[src/rtl/dkong_loader_pkg.sv]
// Shared types and constants for the Donkey Kong ROM download loader.
// Index numbers follow the hps_io download menu layout.
package dkong_loader_pkg;

    typedef enum logic [1:0] {
        EMPTY,
        LOADING,
        READY,
        ERROR
    } load_state_t;

    localparam logic [7:0] IDX_ROM = 8'd0;
    localparam logic [7:0] IDX_MOD = 8'd1;
    localparam logic [7:0] IDX_DIP = 8'd254;

    localparam int unsigned DEF_MAIN_END  = 'h8000;
    localparam int unsigned DEF_SND_BASE  = 'hE000;
    localparam int unsigned DEF_WAV_BASE  = 'hFF00;
    localparam int unsigned DEF_WAV_AW    = 16;
    localparam int unsigned DEF_MIN_BYTES = 'h8000;

endpackage

[src/rtl/dkong_rom_loader.sv]
// Routes ioctl download bytes into the DK ROM DPRAMs, latches game/DIP bytes
// and holds the core in reset until a complete ROM set has been loaded.
module dkong_rom_loader
    import dkong_loader_pkg::*;
#(
    parameter int unsigned MAIN_END  = DEF_MAIN_END,
    parameter int unsigned SND_BASE  = DEF_SND_BASE,
    parameter int unsigned WAV_BASE  = DEF_WAV_BASE,
    parameter int unsigned WAV_AW    = DEF_WAV_AW,
    parameter int unsigned MIN_BYTES = DEF_MIN_BYTES
) (
    input  logic              clk_sys,
    input  logic              reset,
    input  logic              ioctl_download,
    input  logic              ioctl_wr,
    input  logic [7:0]        ioctl_index,
    input  logic [24:0]       ioctl_addr,
    input  logic [7:0]        ioctl_dout,
    output logic              main_we,
    output logic [14:0]       main_addr,
    output logic              snd_we,
    output logic [11:0]       snd_addr,
    output logic              wav_we,
    output logic [WAV_AW-1:0] wav_addr,
    output logic [7:0]        rom_data,
    output logic [7:0]        game_mod,
    output logic [7:0]        dip_sw,
    output logic [24:0]       byte_count,
    output logic              rom_valid,
    output logic              load_error,
    output logic              core_hold
);

    localparam int unsigned SND_END = SND_BASE + 32'd4096;
    localparam int unsigned WAV_END = WAV_BASE + (32'd1 << WAV_AW);
    localparam logic [24:0] SND_B   = SND_BASE[24:0];
    localparam logic [24:0] WAV_B   = WAV_BASE[24:0];

    load_state_t state, state_n;

    logic        dl_q;
    logic [7:0]  idx_q;
    logic        rise, fall;
    logic        rom_wr;
    logic [31:0] a32;
    logic        in_main, in_snd, in_wav;
    logic [25:0] a_p1;
    logic [24:0] a_len;
    logic [24:0] bc_next;
    logic [24:0] snd_off, wav_off;

    assign rise = ioctl_download & ~dl_q;
    assign fall = ~ioctl_download & dl_q;

    assign rom_wr = ioctl_wr && state == LOADING
                 && ioctl_index == IDX_ROM && idx_q == IDX_ROM;

    assign a32     = {7'd0, ioctl_addr};
    assign in_main = a32 < MAIN_END;
    assign in_snd  = a32 >= SND_BASE && a32 < SND_END;
    assign in_wav  = a32 >= WAV_BASE && a32 < WAV_END;
    assign snd_off = ioctl_addr - SND_B;
    assign wav_off = ioctl_addr - WAV_B;

    // Length is addr+1, pinned at all-ones so the top address cannot wrap to 0.
    assign a_p1    = {1'b0, ioctl_addr} + 26'd1;
    assign a_len   = a_p1[25] ? '1 : a_p1[24:0];
    assign bc_next = (rom_wr && a_len > byte_count) ? a_len : byte_count;

    always_ff @(posedge clk_sys) begin
        if (reset) state <= EMPTY;
        else       state <= state_n;
    end

    // The closing write is folded in through bc_next before the length test.
    always_comb begin
        state_n = state;
        if (rise && ioctl_index == IDX_ROM)
            state_n = LOADING;
        else if (fall && state == LOADING && idx_q == IDX_ROM)
            state_n = ({7'd0, bc_next} >= MIN_BYTES) ? READY : ERROR;
    end

    always_ff @(posedge clk_sys) begin
        if (reset) begin
            dl_q       <= ioctl_download;
            idx_q      <= 8'd0;
            byte_count <= '0;
            main_we    <= 1'b0;
            snd_we     <= 1'b0;
            wav_we     <= 1'b0;
            main_addr  <= '0;
            snd_addr   <= '0;
            wav_addr   <= '0;
            rom_data   <= 8'd0;
            game_mod   <= 8'd0;
            dip_sw     <= 8'd0;
        end else begin
            dl_q <= ioctl_download;
            if (rise) idx_q <= ioctl_index;
            if (rise && ioctl_index == IDX_ROM) byte_count <= '0;
            else                                byte_count <= bc_next;
            main_we <= rom_wr && in_main;
            snd_we  <= rom_wr && !in_main && in_snd;
            wav_we  <= rom_wr && !in_main && !in_snd && in_wav;
            if (rom_wr) begin
                main_addr <= ioctl_addr[14:0];
                snd_addr  <= snd_off[11:0];
                wav_addr  <= wav_off[WAV_AW-1:0];
                rom_data  <= ioctl_dout;
            end
            if (ioctl_wr && ioctl_index == IDX_MOD)
                game_mod <= ioctl_dout;
            if (ioctl_wr && ioctl_index == IDX_DIP && ioctl_addr == 25'd0)
                dip_sw <= ioctl_dout;
        end
    end

    assign rom_valid  = state == READY;
    assign load_error = state == ERROR;
    assign core_hold  = ~rom_valid;

endmodule
[config.mk]
export PLATFORM = sky130hd
export DESIGN_NAME = dkong_rom_loader
export DESIGN_NICKNAME = d
export VERILOG_FILES = /design/src/rtl/dkong_loader_pkg.sv /design/src/rtl/dkong_rom_loader.sv
export SDC_FILE = /design/constraint.sdc
export NUM_CORES = 1
export LEC_CHECK = 0
export CORE_MARGIN = 2
export CORE_UTILIZATION = 43
export CTS_CLUSTER_SIZE = 28
export DETAILED_ROUTE_END_ITERATION = 10
export GPL_TIMING_DRIVEN = 0
export PLACE_DENSITY = 0.77
export SETUP_SLACK_MARGIN = 0.15
export SLEW_MARGIN = 15
export SYNTH_ARGS = -nofsm -noshare
export SYNTH_HDL_FRONTEND = slang
export SYNTH_SLANG_ARGS = --single-unit
[constraint.sdc]
create_clock -name clk_sys -period 4.01 [get_ports clk_sys]
set_input_delay 1.0025 -clock clk_sys [delete_from_list [all_inputs] [get_ports clk_sys]]
set_output_delay 1.0025 -clock clk_sys [all_outputs]
set_load 0.03 [all_outputs]
==> reports/metrics.csv, run 1 <==
metric,value,unit
TritonCTS Buffers,9,
fmax,253.3,MHz
core box area,10980,um^2
Setup Viol. Count Final,0,
critical path launch point type,primary input,
outcome,completed,
PwrDens,263.4,nW/um^2
post-route ant nets,0,
Yosys cell types,48,
drc violations,0,
placed cells,873,
CTS max path bufs,2,
Critical Path Fanout Max,7,
NumNets Final,852,
Worst-Skew Late Latency,0.36,ns
# Max-Cap Violations,0,
Synth Area in Compound Gates,9.301,%
Chip Width,110.6,um
part of the Yosys area used for sequential elements,35.25,%
Die H,110.6,um
P_leak,2.876,nW
Final min period,3.948,ns
Commonest cells post-synth,"97 x nand2_1, 86 x dfxtp_1, 65 x nor2_1",
largest net degree at the start of global routing,17,
worst rel slew slack,46.51,%
worst-margin pin slew,0.7964,ns
root buffer cell,clkbuf_16,
Post-Synth XOR/XNOR Area,4.304,%
path type of the worst min-delay path,flop to flop,
total track usage,24.38,%
final RePlAce weighted congestion,0.9201,
peak supply drop,0.2246,mV
Cells after Synth,602,
Post-Synth Adder-Cell Area,7.430,%
Final Hold Fails,0,
Total Power Consumption,0.001895,W
CP arrival,4.17,ns
RSZ-0062 raised after global routing,yes,
wire per inst,17.26,um
Post-synth EDFFs,0,
mux cell area share after synthesis,8.506,%
initial antenna violation count,0,
main combinational cell family by area after synthesis,simple AND/OR/NAND/NOR gates,
Cell Rows,38,
Simple-Gate Fraction of Synth Area,26.29,%
DRT iter0 DRCs,268,
"CTS clk-pin slew, worst paths",0.07,ns
Antenna Cells,0,
Area Overhead vs Synth,47.30,%
hpwl dp,11750,um
fin crit share,98.45,%
clock skew,0.009212,ns
fraction of layout cells with a size suffix above 1,18.52,%
initial core utilization,44.46,%
"count leader, synth",nand2_1,
DP Worst Slack,-1.145,ns
Synth Flop Type,dfxtp_1,
biggest area consumer among synthesized cells,dfxtp_1,
Critical Path RT,4.23,ns
"Slew Viols, Final",0,
drt pass-1 iters,4,
Final Non-Filler Cells,923,
Synth top area share,35.25,%
r2r worst-path depth,11,
setup_tns,0,ns
routed via count,4948,
Mapped Area,4883,um^2
TritonCTS clock tree,built,
PortBufs,131,
Ports,143,
Post-synth ARST share,0,%
"FF+latch count, synth",86,
slack of the critical path,0.06228,ns
Die ar.,12230,um^2
Syn Area/Cell,8.112,um^2
Via density,5.361,
synthesized net count,676,
htree depth,3,
first-pass GRT wire length,24120,um
CP Capture Type,flop,
total grt overflow,0,
vias in the first global route,4778,
hold path depth,2,
CTS sink count,86,
YS warnings,0,
dominant cells by area after synthesis,"dfxtp_1 35%, mux2i_1 8.2%, nand2_1 7.5%",
total wire length,15930,um
critical path class,primary input to flop,
## area by class of cell
type	instances	area, um^2
Clock buffer	10	229.0
Buffer	55	386.6
Fill cell	889	3790
Timing Repair Buffer	165	1590
Clock inverter	6	53.80
Multi-Input combinational cell	429	2917
Sequential cell	86	1722
Inverter	32	120.1
Tap cell	140	175.2
## per-stage QoR
stage                     hold slack [ns]  utilization (%)  cell area [um^2]
after floorplan                    0.4360                -              4921
after global placement             0.4433            58.34              6407
after detailed placement           0.4494            58.34              6407
after CTS                          0.4563            62.85              6903
after global routing               0.4742            65.49              7193
final                              0.4538            65.49              7193
## critical path, cell delays in order
cell	delay [ns]
buf_2	0.19
nand4_1	0.15
buf_4	0.18
nor4_4	0.26
buf_4	0.18
a41oi_2	0.14
a31oi_2	0.20
ha_1	0.28
nand4_1	0.22
buf_4	0.17
nor3_2	0.04
a221o_1	0.34
o211ai_1	0.20
buf_6	0.20
buf_12	0.14
mux2i_2	0.21
nor2_1	0.06
## where the power goes
group | total, W | switching, W | internal, W
combinational | 0.000222 | 0.000128 | 0.0000940
sequential | 0.000860 | 0.00000222 | 0.000858
clock | 0.000813 | 0.000382 | 0.000431
total | 0.00189 | 0.000512 | 0.00138
## flip-flops by register name, indices dropped and copies added, names as in the netlist, 2 cells and up
register	cells
wav_addr	8
idx_q	8
dip_sw	8
byte_count	25
game_mod	8
main_addr	15
state	2
rom_data	8
## worst paths after layout
kind | startpoint | to | slack [ns]
worst max-delay path | ioctl_addr[12] | byte_count[11] | 0.06
worst min register to register | rom_data[0] | rom_data[0] | 0.45
worst max register to register | byte_count[24] | byte_count[11] | 1.51
worst min-delay path | rom_data[0] | rom_data[0] | 0.45
## cells in the final DEF, fill, tap and decap left out, drive strengths merged, types with 3 or more instances in the layout
cell,n
nor4,15
nand4,20
mux2i,40
a31oi,7
buf,81
or2,4
clkdlybuf4s50,117
nand3,17
and2,3
nor2,66
dfxtp,86
a211oi,8
ha,29
xor2,11
nand2,97
a21oi,46
o21ai,9
nand2b,5
nor3,15
xnor2,13
inv,35
and3,4
clkbuf,31
## layer usage
layer | vias up | wire (um) | GRT usage, %
met5 | - | 0 | 0
met4 | 0 | 312 | 7.083
met3 | 24 | 1178 | 8.452
met2 | 161 | 7873 | 41.64
met1 | 2371 | 6570 | 28.94
li1 | 2392 | - | -
## timing repair
| action | CTS | global route |
|---|---|---|
| setup buffers | 17 | 15 |
| gates resized for setup | 82 | 41 |
| setup endpoints to repair | 26 | 26 |
| cloned | 0 | 2 |
| pin swaps | 17 | 26 |
| hold buffers | 0 | 0 |
## logic make-up after synthesis
group / after synthesis
AND/OR/NAND/NOR: 256
buffers and inverters: 87
flip-flops: 86
AO/OA/AOI/OAI: 79
multiplexers: 41
adder cells (fa/ha/maj): 29
XOR/XNOR: 24
Power figures use the tool's default switching activity.
==> inputs of run 2 (changes only) <==
- SKIP_LAST_GASP: default -> 1
==> results of run 2 <==
The final DEF is identical to that of run 1; final timing and power are the same.
